--- config.mk ---
export PLATFORM = sky130hd
export DESIGN_NAME = rom_load_rx_flat
export DESIGN_NICKNAME = d
export VERILOG_FILES = /design/src/rtl/rom_load_rx_if.sv /design/src/rtl/rom_load_rx.sv /design/src/flat_wrapper.sv
export SDC_FILE = /design/constraint.sdc
export NUM_CORES = 1
export LEC_CHECK = 0
export CORE_MARGIN = 3
export CORE_UTILIZATION = 50
export CTS_CLUSTER_SIZE = 30
export DETAILED_ROUTE_END_ITERATION = 7
export PLACE_DENSITY = 0.69
export SETUP_SLACK_MARGIN = 0.5
export SLEW_MARGIN = 20
export SYNTH_ARGS = -nofsm -noshare
export SYNTH_HDL_FRONTEND = slang
export SYNTH_SLANG_ARGS = --single-unit
--- constraint.sdc ---
create_clock -name clk -period 3.09 [get_ports clk]
set_input_delay 0.618 -clock clk [delete_from_list [all_inputs] [get_ports clk]]
set_output_delay 0.618 -clock clk [all_outputs]
set_load 0.01 [all_outputs]
--- src/rtl/rom_load_rx_if.sv ---
// Host-link bundle for rom_load_rx: serial input plus the ROM write port and frame status.
// The loader drives the write port and status through the master modport.
interface rom_load_rx_if;
  logic        rx;
  logic [15:0] rom_write_addr;
  logic [7:0]  rom_write_data;
  logic        rom_write_en;
  logic        busy;
  logic        frame_ok;
  logic        frame_err;

  modport master (
    input  rx,
    output rom_write_addr, rom_write_data, rom_write_en, busy, frame_ok, frame_err
  );

  modport slave (
    output rx,
    input  rom_write_addr, rom_write_data, rom_write_en, busy, frame_ok, frame_err
  );
endinterface

--- src/rtl/rom_load_rx.sv ---
// 8N1 UART receiver and frame parser turning host frames (A5, ADDR_HI, ADDR_LO, LEN,
// data..., CSUM) into ROM write strobes for run-time game ROM loading.
module rom_load_rx #(
  parameter int CLKS_PER_BIT = 104,
  parameter int TIMEOUT_CLKS = 120000
) (
  input  logic          clk,
  input  logic          rst,
  rom_load_rx_if.master bus
);

  localparam int CW = $clog2(CLKS_PER_BIT);
  localparam int TW = $clog2(TIMEOUT_CLKS);
  localparam logic [CW-1:0] HALF_LAST = CW'(CLKS_PER_BIT / 2 - 1);
  localparam logic [CW-1:0] BIT_LAST  = CW'(CLKS_PER_BIT - 1);
  localparam logic [TW-1:0] TMO_LAST  = TW'(TIMEOUT_CLKS - 1);
  localparam logic [7:0]    SYNC_BYTE = 8'hA5;

  typedef enum logic [1:0] {R_IDLE, R_START, R_DATA, R_STOP} rx_state_t;
  typedef enum logic [2:0] {P_SYNC, P_AHI, P_ALO, P_LEN, P_DATA, P_CSUM} p_state_t;

  // ---------------------------------------------------------------------------
  // Two-flop synchroniser; resets to the idle-high line level.
  // ---------------------------------------------------------------------------
  logic rx_meta, rx_s;

  // NOTE: sequential state uses non-blocking assignments so every flop samples the
  // pre-edge value of its neighbours regardless of statement order.
  always_ff @(posedge clk) begin
    if (rst) begin
      rx_meta <= 1'b1;
      rx_s    <= 1'b1;
    end else begin
      rx_meta <= bus.rx;
      rx_s    <= rx_meta;
    end
  end

  // ---------------------------------------------------------------------------
  // UART receive FSM
  // ---------------------------------------------------------------------------
  rx_state_t       r_state, r_state_d;
  logic [CW-1:0]   r_cnt, r_cnt_d;
  logic [2:0]      bit_idx, bit_idx_d;
  logic [7:0]      shift, shift_d;
  logic [7:0]      rx_byte, rx_byte_d;
  logic            byte_valid, byte_valid_d;
  logic            abort, abort_d;

  always_ff @(posedge clk) begin
    if (rst) begin
      r_state    <= R_IDLE;
      r_cnt      <= '0;
      bit_idx    <= '0;
      shift      <= '0;
      rx_byte    <= '0;
      byte_valid <= 1'b0;
      abort      <= 1'b0;
    end else begin
      r_state    <= r_state_d;
      r_cnt      <= r_cnt_d;
      bit_idx    <= bit_idx_d;
      shift      <= shift_d;
      rx_byte    <= rx_byte_d;
      byte_valid <= byte_valid_d;
      abort      <= abort_d;
    end
  end

  // NOTE: every signal written here gets a default first, so no path leaves it
  // unassigned and no latch is inferred.
  always_comb begin
    r_state_d    = r_state;
    r_cnt_d      = r_cnt + 1'b1;
    bit_idx_d    = bit_idx;
    shift_d      = shift;
    rx_byte_d    = rx_byte;
    byte_valid_d = 1'b0;
    abort_d      = 1'b0;

    unique case (r_state)
      R_IDLE: begin
        r_cnt_d = '0;
        if (!rx_s) r_state_d = R_START;
      end
      R_START: begin
        // Mid-start-bit re-check rejects short low glitches.
        if (r_cnt == HALF_LAST) begin
          r_cnt_d   = '0;
          bit_idx_d = '0;
          r_state_d = rx_s ? R_IDLE : R_DATA;
        end
      end
      R_DATA: begin
        if (r_cnt == BIT_LAST) begin
          r_cnt_d   = '0;
          shift_d   = {rx_s, shift[7:1]};
          bit_idx_d = bit_idx + 3'd1;
          if (bit_idx == 3'd7) r_state_d = R_STOP;
        end
      end
      R_STOP: begin
        if (r_cnt == BIT_LAST) begin
          r_cnt_d   = '0;
          r_state_d = R_IDLE;
          if (rx_s) begin
            byte_valid_d = 1'b1;
            rx_byte_d    = shift;
          end else begin
            abort_d = 1'b1;
          end
        end
      end
      default: r_state_d = R_IDLE;
    endcase
  end

  // ---------------------------------------------------------------------------
  // Frame parser FSM
  // ---------------------------------------------------------------------------
  p_state_t      p_state, p_state_d;
  logic [15:0]   addr, addr_d;
  logic [8:0]    cnt, cnt_d;
  logic [7:0]    sum, sum_d;
  logic [TW-1:0] tmo, tmo_d;
  logic          busy_q, busy_d;
  logic          ok_q, ok_d;
  logic          err_q, err_d;
  logic          wr_en_q, wr_en_d;
  logic [15:0]   wr_addr_q, wr_addr_d;
  logic [7:0]    wr_data_q, wr_data_d;

  always_ff @(posedge clk) begin
    if (rst) begin
      p_state   <= P_SYNC;
      addr      <= '0;
      cnt       <= '0;
      sum       <= '0;
      tmo       <= '0;
      busy_q    <= 1'b0;
      ok_q      <= 1'b0;
      err_q     <= 1'b0;
      wr_en_q   <= 1'b0;
      wr_addr_q <= '0;
      wr_data_q <= '0;
    end else begin
      p_state   <= p_state_d;
      addr      <= addr_d;
      cnt       <= cnt_d;
      sum       <= sum_d;
      tmo       <= tmo_d;
      busy_q    <= busy_d;
      ok_q      <= ok_d;
      err_q     <= err_d;
      wr_en_q   <= wr_en_d;
      wr_addr_q <= wr_addr_d;
      wr_data_q <= wr_data_d;
    end
  end

  always_comb begin
    p_state_d = p_state;
    addr_d    = addr;
    cnt_d     = cnt;
    sum_d     = sum;
    tmo_d     = '0;
    busy_d    = busy_q;
    ok_d      = 1'b0;
    err_d     = 1'b0;
    wr_en_d   = 1'b0;
    wr_addr_d = wr_addr_q;
    wr_data_d = wr_data_q;

    // A received byte takes priority over a timeout expiring in the same cycle.
    if (byte_valid) begin
      unique case (p_state)
        P_SYNC: begin
          if (rx_byte == SYNC_BYTE) begin
            p_state_d = P_AHI;
            busy_d    = 1'b1;
            sum_d     = '0;
          end
        end
        P_AHI: begin
          addr_d[15:8] = rx_byte;
          sum_d        = sum + rx_byte;
          p_state_d    = P_ALO;
        end
        P_ALO: begin
          addr_d[7:0] = rx_byte;
          sum_d       = sum + rx_byte;
          p_state_d   = P_LEN;
        end
        P_LEN: begin
          cnt_d     = (rx_byte == 8'h00) ? 9'd256 : {1'b0, rx_byte};
          sum_d     = sum + rx_byte;
          p_state_d = P_DATA;
        end
        P_DATA: begin
          wr_en_d   = 1'b1;
          wr_addr_d = addr;
          wr_data_d = rx_byte;
          addr_d    = addr + 16'd1;
          sum_d     = sum + rx_byte;
          cnt_d     = cnt - 9'd1;
          if (cnt == 9'd1) p_state_d = P_CSUM;
        end
        P_CSUM: begin
          if ((sum + rx_byte) == 8'h00) ok_d = 1'b1;
          else                          err_d = 1'b1;
          busy_d    = 1'b0;
          p_state_d = P_SYNC;
        end
        default: p_state_d = P_SYNC;
      endcase
    end else if (p_state != P_SYNC) begin
      if (abort || tmo == TMO_LAST) begin
        err_d     = 1'b1;
        busy_d    = 1'b0;
        p_state_d = P_SYNC;
      end else begin
        tmo_d = tmo + 1'b1;
      end
    end
  end

  assign bus.rom_write_en   = wr_en_q;
  assign bus.rom_write_addr = wr_addr_q;
  assign bus.rom_write_data = wr_data_q;
  assign bus.busy           = busy_q;
  assign bus.frame_ok       = ok_q;
  assign bus.frame_err      = err_q;

endmodule
--- src/flat_wrapper.sv ---
// flat-port wrapper written by rule: the top's interface ports become plain ports
module rom_load_rx_flat 
#(
  parameter int CLKS_PER_BIT = 104,
  parameter int TIMEOUT_CLKS = 120000
)
  (clk, rst, bus_rx, bus_rom_write_addr, bus_rom_write_data, bus_rom_write_en, bus_busy, bus_frame_ok, bus_frame_err);
  rom_load_rx_if bus_i ();
  input  logic clk;
  input  logic rst;
  input wire logic [$bits(bus_i.rx)-1:0] bus_rx;
  output wire logic [$bits(bus_i.rom_write_addr)-1:0] bus_rom_write_addr;
  output wire logic [$bits(bus_i.rom_write_data)-1:0] bus_rom_write_data;
  output wire logic [$bits(bus_i.rom_write_en)-1:0] bus_rom_write_en;
  output wire logic [$bits(bus_i.busy)-1:0] bus_busy;
  output wire logic [$bits(bus_i.frame_ok)-1:0] bus_frame_ok;
  output wire logic [$bits(bus_i.frame_err)-1:0] bus_frame_err;
  assign bus_i.rx = bus_rx;
  assign bus_rom_write_addr = bus_i.rom_write_addr;
  assign bus_rom_write_data = bus_i.rom_write_data;
  assign bus_rom_write_en = bus_i.rom_write_en;
  assign bus_busy = bus_i.busy;
  assign bus_frame_ok = bus_i.frame_ok;
  assign bus_frame_err = bus_i.frame_err;
  rom_load_rx #(.CLKS_PER_BIT(CLKS_PER_BIT), .TIMEOUT_CLKS(TIMEOUT_CLKS)) u_core (.clk(clk), .rst(rst), .bus(bus_i));
endmodule
==> run summary <==
The run finished with clean final reports. The worst hold path class is reg2reg. The total global routing overflow is 0.

The number of core rows is 37. The initial antenna violation count came out at 0. The cell area power density came out at 568 nW/µm². The share of synthesized area occupied by flip-flops and latches came out at 42.5%. The biggest cell delay along the critical path is 430 ps. The count of flip-flops with a built-in enable after synthesis is 0. The worst setup path is launched from a flop. The HPWL after detailed placement is 8260 µm. The die outline width is 109 µm. The average instance area after synthesis is 8.10 µm². The number of diodes added for antenna fixing is 0. The number of fill cells in the layout came out at 882.

The synthesized design contains 113 register bits. The achievable clock frequency is 427 MHz. The commonest non-fill, non-tap cell in the layout is sky130_fd_sc_hd__dfxtp_1. The worst IR drop on VDD came out at 443 µV. The post-detailed-route count of antenna-violating nets came out at 0. The clock-pin slew on the worst setup and hold paths is 60 ps. In this run the critical register-to-register path is launched from u_core.rx_byte[0]$_SDFFE_PP0P_. Walking the worst path, the cells encountered are ha_1, fa_1, a211oi_2, or4b_2, o2111ai_1, nor4_1, nor3b_1. The smallest clock period supported by the final layout is computed as 2340 ps. The first-pass GRT wire length is 20900 µm. The most used flip-flop cell after synthesis is sky130_fd_sc_hd__dfxtp_1. The number of sinks on the clock net came out at 113. The share of layout cells above drive strength 1 is 8.02%. Grouping stages by cell kind, the critical path spends the most delay in simple AND/OR/NAND/NOR gates.

The pin count of the biggest net entering global routing is 56. In this run the count of I/O pins placed on the die edge is 31. The growth of design area from synthesis to finish came out at 20.3%. Once layout is complete, the utilization of the core stands at 62.1%. The area of the multi-input gates is 2890 µm². The wire length reported by the detailed router came out at 12600 µm. The violation count after the first detailed-routing iteration came out at 326.

The worst register-to-register path ends at u_core.bus.frame_ok$_SDFF_PP0_. The final count of hold timing violations came out at 0. The area of the die came out at 11900 µm².

The number of setup violations in the final report came out at 0. After synthesis the cells add up to 5330 µm². The endpoint required time on the critical path came out at 3540 ps. The combined global-route utilization of all metal layers is 22.4%.

The fraction of registers with async set/reset is 0%. In the layout the commonest cells are sky130_fd_sc_hd__dfxtp_1, sky130_fd_sc_hd__nand2_1, sky130_fd_sc_hd__nor2_1. The worst hold path stage count came out at 1. Clock latency on the worst-skew pair, taken at its later pin, is 530 ps.

The tool flagged a number of max-cap violations equal to 0. The number of max-slew violations in the final report is 0. The critical path contains buffers and inverters numbering 0 combined. The critical path data arrival time came out at 2790 ps.

The total nets after synthesis came out at 681. The H-tree was split into 4 levels. Summed over all cells, the static leakage comes to 0.00226 µW. In the final layout, flip-flops and latches occupy 2260 µm². Setup repair after global routing left no endpoint under its margin. For the final database, setup skew stands at 7.39 ps. The via count normalized by instance count came out at 5.74. Adding up every negative setup slack in the final design gives 0 ps. The number of cells on the critical path is 7. The largest individual stage delay along the critical path comes from the cell sky130_fd_sc_hd__fa_1.

TritonCTS built the clock tree. The worst-margin pin slew came out at 855 ps. The net total in the final layout came out at 708. The cts-stage hold buffer count came out at 0. The top fanout value on the critical path came out at 7. The worst setup path startpoint is u_core.rx_byte[0]$_SDFFE_PP0P_. The core footprint came out at 10300 µm². The DRC violation count after routing is 0. The gate count after technology mapping came out at 658.

The number of global-route vias before repair is 4404. The count of synthesis-stage warnings from yosys came out at 0. The critical path ends at u_core.bus.frame_ok$_SDFF_PP0_.

The number of port buffers is 30. Routability-driven placement finished with a final weighted congestion of 0.886. The final cycle utilization of the critical path came out at 75.8%. The relative slew slack came out at 42.9%. The tree is rooted in a sky130_fd_sc_hd__clkbuf_8.

The die is 109 µm tall. The kind of end point of the critical path is a flop. The number of buffers created by CTS is 17. In this run the deepest clock path goes through 2 buffers. The number of different library cells in the post-synthesis netlist came out at 61. The initial core utilization is 51.6%. The minimum setup slack among reg-to-reg paths is 750 ps. The final route contains 4790 vias. The detail-routed net length per standard cell is 15.1 µm. The critical path is of the reg2reg type.

The number of cells traversed by the worst register-to-register path is 7. The first detailed-routing pass ran for 5 iterations.
[registers in the layout, summed over array words and instances, names as in the netlist, named ones only]
| register | flops |
|---|---|
| u_core.tmo | 17 |
| u_core.addr | 16 |
| u_core.bus.rom_write_addr | 16 |
| u_core.cnt | 9 |
| u_core.bus.rom_write_data | 8 |
| u_core.rx_byte | 8 |
| u_core.shift | 8 |
| u_core.sum | 8 |
| u_core.r_cnt | 7 |
| u_core.bit_idx | 3 |
| u_core.p_state | 3 |
| u_core.abort | 1 |
| u_core.bus.busy | 1 |
| u_core.bus.frame_err | 1 |
| u_core.bus.frame_ok | 1 |
| u_core.bus.rom_write_en | 1 |
| u_core.byte_valid | 1 |
| u_core.r_state | 1 |
| u_core.rx_meta | 1 |
| u_core.rx_s | 1 |
[cell usage after synthesis (all sizes together), types with 3 or more instances]
cell,count,share of area [%]
clkbuf,22,1.5
a21oi,67,6.4
or4,5,0.70
and3,8,0.94
o21ai,37,3.5
a21o,3,0.42
nand3,25,2.3
nor3b,6,0.94
nor2,80,5.6
dfxtp,113,42
or4b,3,0.56
nor3,18,1.7
nand2,99,7.0
ha,19,4.5
o31ai,3,0.42
buf,9,0.85
inv,15,1.1
a31oi,7,0.82
nand3b,4,0.56
mux2i,9,1.7
xor2,10,1.6
or2,5,0.59
nor4,6,0.70
o211ai,7,0.99
xnor2,14,2.3
nand4,3,0.35
a22oi,11,1.5
a211oi,9,1.3
or3,4,0.47
and2,5,0.59
[worst register-to-register path, stage by stage, from the launching register on]
cell                        delay, ps
sky130_fd_sc_hd__dfxtp_1          360
sky130_fd_sc_hd__ha_1             250
sky130_fd_sc_hd__fa_1             430
sky130_fd_sc_hd__a211oi_2         300
sky130_fd_sc_hd__or4b_2           180
sky130_fd_sc_hd__o2111ai_1        130
sky130_fd_sc_hd__nor4_1           400
sky130_fd_sc_hd__nor3b_1          220
[timing repair]
action / in CTS / in global routing
endpoints found under the setup margin: 0 / 2
gates resized for setup: 0 / 2
hold endpoints to repair: 0 / 0
setup buffers: 0 / 0
[worst min path at each step]
stage                         startpoint                endpoint  slack, ps
2_1_floorplan  u_core.rx_meta$_SDFF_PP1_  u_core.rx_s$_SDFF_PP1_        390
3_3_place_gp   u_core.rx_meta$_SDFF_PP1_  u_core.rx_s$_SDFF_PP1_        390
3_5_place_dp   u_core.rx_meta$_SDFF_PP1_  u_core.rx_s$_SDFF_PP1_        390
4_1_cts        u_core.rx_meta$_SDFF_PP1_  u_core.rx_s$_SDFF_PP1_        410
5_1_grt        u_core.rx_meta$_SDFF_PP1_  u_core.rx_s$_SDFF_PP1_        410
6_report       u_core.rx_meta$_SDFF_PP1_  u_core.rx_s$_SDFF_PP1_        410
[power by group]
| part | total, µW | switching, µW | internal [µW] |
|---|---|---|---|
| Combinational | 61.4 | 41.8 | 19.7 |
| Clock | 2110 | 663 | 1450 |
| Sequential | 1470 | 4.14 | 1460 |
| Total | 3640 | 709 | 2930 |
[area by class of cell]
cell class              count  share of cell area, %
multi-input cells         499                   45.1
flip-flops and latches    113                   35.3
inverters                  15                  0.878
clock buffers              22                   7.22
clock inverters            10                   2.81
well taps                 136                   2.65
repair buffers             39                   6.05
[metal layers]
layer	global-route usage (%)	share of wire, %	vias to the layer above
li1	-	-	2374
met1	30.0	47	2295
met2	34.3	47	109
met3	6.99	5.1	12
met4	7.48	1.1	0
met5	0	0	-
[cell families after synthesis]
family,after synthesis,share of synthesized area [%]
flip-flops,113,42.5
XOR/XNOR,24,3.94
adder cells (fa/ha/maj),20,4.84
buffers and inverters,46,3.45
AO/OA/AOI/OAI,162,18.4
AND/OR/NAND/NOR,283,25.0
multiplexers,10,1.90
[metrics by stage]
| step | power [µW] | cells | area [µm²] | setup WS (ps) | hold slack (ps) |
|---|---|---|---|---|---|
| CTS | 3670 | 834 | 6400 | 675 | 407 |
| floorplan | 1540 | 658 | 5330 | 950 | 389 |
| global placement | 1560 | 802 | 5760 | 758 | 392 |
| detailed placement | 1560 | 802 | 5760 | 714 | 394 |
| global route | 3750 | 834 | 6410 | 579 | 414 |
| finish | 3640 | 834 | 6410 | 748 | 405 |
(Power assumes the default switching activity.)
==> RTL edit 1: new RTL, config.mk and constraints unchanged <==
Encoding of `rx_state_t`: now one-hot (4 bits for 4 states).
--- a/src/rtl/rom_load_rx.sv
+++ b/src/rtl/rom_load_rx.sv
@@ -16,7 +16,7 @@
   localparam logic [TW-1:0] TMO_LAST  = TW'(TIMEOUT_CLKS - 1);
   localparam logic [7:0]    SYNC_BYTE = 8'hA5;
 
-  typedef enum logic [1:0] {R_IDLE, R_START, R_DATA, R_STOP} rx_state_t;
+  typedef enum logic [3:0] {R_IDLE = 4'b0001, R_START = 4'b0010, R_DATA = 4'b0100, R_STOP = 4'b1000} rx_state_t;
   typedef enum logic [2:0] {P_SYNC, P_AHI, P_ALO, P_LEN, P_DATA, P_CSUM} p_state_t;
 
   // ---------------------------------------------------------------------------
Formal check against the unedited RTL: no difference found for any inputs over 10 cycles, from zero or initial values and one cycle with rst high; not proved beyond that.
==> RTL edit 1 against the unedited design <==
  * Final cell count shrank 0.12%
  * Setup slack lost 0.051 ns
  * Wire length is essentially flat
  * Cell area grew 1.6%
  * Critical path depth shrank 1
  * Area after synthesis grew 2.8%
  * Sequential cell count grew 2
  * Global-route usage shrank 1.1 points
  * Utilization shrank 0.14 points
  * Critical endpoint is now u_core.r_state[3]
Power is not compared: it rests on default switching activity, and its combinational part moved more than twofold at a synthesized area within 25%.
==> RTL edit 1: results (changes against the unedited design) <==
[critical_path]
reg2regPathDepth=6  ; was 7
endpoint=u_core.r_state[3]  ; was u_core.bus.frame_ok
cp-startpoint=u_core.r_cnt[0]  ; was u_core.rx_byte[0]
crit_path_max_fanout=5  ; was 7
ff2ff_setup_slack_ns=0.70  ; was 0.75 ns

[layout]
largest_reg_flops=17  ; unchanged
final_nets=702  ; was 708
drive_gt1_frac=0.08465  ; was 0.08023

[drt]
drt_iter0_drc=372  ; was 326
wl_met1_um=5955  ; was 5915 um
wl_met3_um=614  ; was 641 um
wire_per_inst_um=15.14  ; was 15.12 um
wl_met2_um=5895  ; was 5912 um
drt-vias-per-instance=5.772  ; was 5.743

[place]
place.gp.congestion=0.9047  ; was 0.8862
dp_hpwl_um=8487  ; was 8262 um
dpl_cell_area_um2=5853  ; was 5759 um^2

[sta]
tightest_slew_ns=0.7685  ; was 0.8550 ns
clock_skew_ns=0.009743  ; was 0.007388 ns

[synthesis]
ys_seq_area_frac=0.4202  ; was 0.4245
syn_nets=684  ; was 681
ys_types=65  ; was 61
synth_edf_count=0  ; unchanged
synthTopCellsByArea=dfxtp_1, nor2_1, nand2_1, a21oi_1, o21ai_0  ; was dfxtp_1, nand2_1, a21oi_1, nor2_1, ha_1
synthArstFlopShare=0  ; unchanged
synthTopCellsByCount=dfxtp_1, nor2_1, nand2_1  ; was dfxtp_1, nand2_1, nor2_1

[outcome]
status=completed  ; unchanged

[clock_network]
htreeDepth=4  ; unchanged
cts-buffers-inserted=17  ; unchanged

[global_routing]
antenna_found_initial=0  ; unchanged
grt_max_degree=52  ; was 56
grt_use_met2=0.3418  ; was 0.3434
grt_use_met3=0.05622  ; was 0.06986
grtUsageTotal=0.2128  ; was 0.2238
first_global_vias=4617  ; was 4404
use_met1=0.2797  ; was 0.2997
grt_pass1_wl_um=21730  ; was 20940 um

-- RTL edit 1: cell types whose count changed in the layout (fill, tap and decap cells not counted), sizes merged, moves of 9 or more --
cell / change
o21ai: +9
mux2i: +12
a21oi: -11
nand2: -19
-- RTL edit 1: critical path: stages, from the launching register on --
cell and delay (ns):
dfxtp_1 0.35, ha_1 0.24, nand2_2 0.11, or4_4 0.51, a222oi_1 0.73, mux2i_1 0.27, nor2_1 0.05
-- RTL edit 1: cells by family after synthesis --
group,synth area share
and+or+nand+nor,0.2400
AOI/OAI and AO/OA,0.1800
DFF,0.4202
buffers and inverters,0.03905
xor gates and xnor gates,0.04476
muxes,0.04042
adders and majority gates,0.03563
-- RTL edit 1: final cells by class --
type | count | area [um^2]
inverter | 11 | 41.29
sequential | 115 | 2302
timing repair buffer | 40 | 370.4
multi-input combinational | 499 | 2969
clock inverter | 9 | 172.7
tap | 136 | 170.2
fill | 919 | 3996
clock buffer | 23 | 486.7
-- RTL edit 1: per-stage QoR --
stage	hold WS, ns	worst slack (ns)	std cells
3_3_place_gp	0.3951	0.8265	801
4_1_cts	0.4075	0.7173	833
2_1_floorplan	0.3895	1.015	666
6_report	0.4054	0.6976	833
3_5_place_dp	0.3982	0.7393	801
5_1_grt	0.4214	0.5370	833
-- RTL edit 1: power groups by stage --
stage | registers, W | logic (W) | clock network [W]
2_1_floorplan | 0.00154 | 0.000117 | 0
3_3_place_gp | 0.00155 | 0.000125 | 0
3_5_place_dp | 0.00156 | 0.000127 | 0
4_1_cts | 0.00152 | 0.000129 | 0.00220
5_1_grt | 0.00153 | 0.000144 | 0.00226
6_report | 0.00152 | 0.000130 | 0.00215
==> RTL edit 2: new RTL, same settings <==
Made on the original files. `TIMEOUT_CLKS` is set to 120000 in 2 places; all go to 480000.
--- a/src/rtl/rom_load_rx.sv
+++ b/src/rtl/rom_load_rx.sv
@@ -2,7 +2,7 @@
 // data..., CSUM) into ROM write strobes for run-time game ROM loading.
 module rom_load_rx #(
   parameter int CLKS_PER_BIT = 104,
-  parameter int TIMEOUT_CLKS = 120000
+  parameter int TIMEOUT_CLKS = 480000
 ) (
   input  logic          clk,
   input  logic          rst,
--- a/src/flat_wrapper.sv
+++ b/src/flat_wrapper.sv
@@ -2,7 +2,7 @@
 module rom_load_rx_flat 
 #(
   parameter int CLKS_PER_BIT = 104,
-  parameter int TIMEOUT_CLKS = 120000
+  parameter int TIMEOUT_CLKS = 480000
 )
   (clk, rst, bus_rx, bus_rom_write_addr, bus_rom_write_data, bus_rom_write_en, bus_busy, bus_frame_ok, bus_frame_err);
   rom_load_rx_if bus_i ();
Behaviour: no difference found for any inputs over 10 cycles, from zero or initial values and one cycle with rst high; that may be too few to reach the edited logic, so the function may still have changed.
==> RTL edit 2 against the unedited design <==
  * Setup slack improved by 0.038 ns
  * Count of clock-buffer cells in the layout rose by 4
  * Die area rose by 2.8%
  * Cell area fell by 0.20%
  * Sequential cell count rose by 2
  * Wire length fell by 0.27%
  * Area after synthesis rose by 2.9%
  * Power fell by 8.9%
  * Largest cell class unchanged
  * Largest power group unchanged
  * Highest routed layer unchanged
==> RTL edit 2: results (changes against the unedited design) <==
[outcome]
status=completed  ; unchanged

[drt]
drt_iter0_drc=364  ; was 326
dr.pass1.iters=4  ; was 5
vias=4792  ; was 4790
drt-total-wl_um=12570  ; was 12610 um
wl_met2_um=5780  ; was 5912 um

[sta]
clock_skew_ns=0.007807  ; was 0.007388 ns

[global_routing]
use_met1=0.2877  ; was 0.2997
grt_pass1_wl_um=21710  ; was 20940 um
grt_max_degree=51  ; was 56
grt_use_met2=0.3378  ; was 0.3434
first_global_vias=4549  ; was 4404

[place]
dpl_cell_area_um2=5862  ; was 5759 um^2
dpl.cell_count=810  ; was 802
place.gp.congestion=0.8767  ; was 0.8862
pre_cts_ws_ns=0.8246  ; was 0.7143 ns

[power_and_ir_drop]
ir_drop_mv=0.3417  ; was 0.4432 mV

[critical_path]
crit_path_max_fanout=29  ; was 7
r2r-end=u_core.addr[7]  ; was u_core.bus.frame_ok
ff2ff_setup_slack_ns=0.79  ; was 0.75 ns
arrival_ns=2.74  ; was 2.79 ns
rr_startpoint=u_core.p_state[0]  ; was u_core.rx_byte[0]

[layout]
fillCellCount=917  ; was 882
largest_reg_flops=19  ; was 17
n_all_inverters=17  ; was 15
final_nets=716  ; was 708

[synthesis]
ys_types=63  ; was 61
syn_nets=694  ; was 681
ys_seq_area_frac=0.4198  ; was 0.4245
synth-seq-cells=115  ; was 113

## RTL edit 2: cell types whose count changed after synthesis, sizes merged, moves of 3 or more
cell	change
nor3	+3
nor2	+8
or3	+3
a31o	+3
a211oi	+4
a21oi	-3
nand3	-5
o21ai	-5
## RTL edit 2: logic make-up after synthesis
logic type / count (synthesis) / synth area share
flops: 115 / 0.4198
fa+ha+maj: 20 / 0.04700
xor+xnor: 27 / 0.04312
buf+inv: 50 / 0.03673
simple gates: 289 / 0.2521
compound gates: 158 / 0.1784
mux: 12 / 0.02282
## RTL edit 2: metrics by stage
stage,power (W),hold slack (ns),utilization
floorplan,0.001563,0.3895,-
global placement,0.001575,0.3937,0.5578
detailed placement,0.001577,0.3938,0.5578
CTS,0.003346,0.4065,0.6090
global route,0.003427,0.4281,0.6090
finish,0.003318,0.4064,0.6090
## RTL edit 2: worst max path at each step
stage                                 start                    to  slack, ns  cells after the start
after floorplan           u_core.rx_byte[0]  u_core.bus.frame_err       1.03                      7
after global placement    u_core.rx_byte[0]  u_core.bus.frame_err       0.87                      7
after detailed placement  u_core.p_state[0]        u_core.addr[7]       0.82                      4
after CTS                 u_core.p_state[0]        u_core.addr[7]       0.81                      4
after global routing      u_core.rx_byte[0]  u_core.bus.frame_err       0.55                      7
final                     u_core.p_state[0]        u_core.addr[7]       0.79                      4
## RTL edit 2: power breakdown
| part | switching, W | internal, W | total (W) |
|---|---|---|---|
| registers | 0.00000375 | 0.00149 | 0.00149 |
| clock network | 0.000630 | 0.00114 | 0.00177 |
| logic | 0.0000404 | 0.0000149 | 0.0000553 |
## RTL edit 2: worst max-delay path, stage by stage (launching register included)
cell	delay, ns
dfxtp_1	0.62
or3b_1	0.80
nor4_1	0.18
or3_1	0.38
a211oi_1	0.22
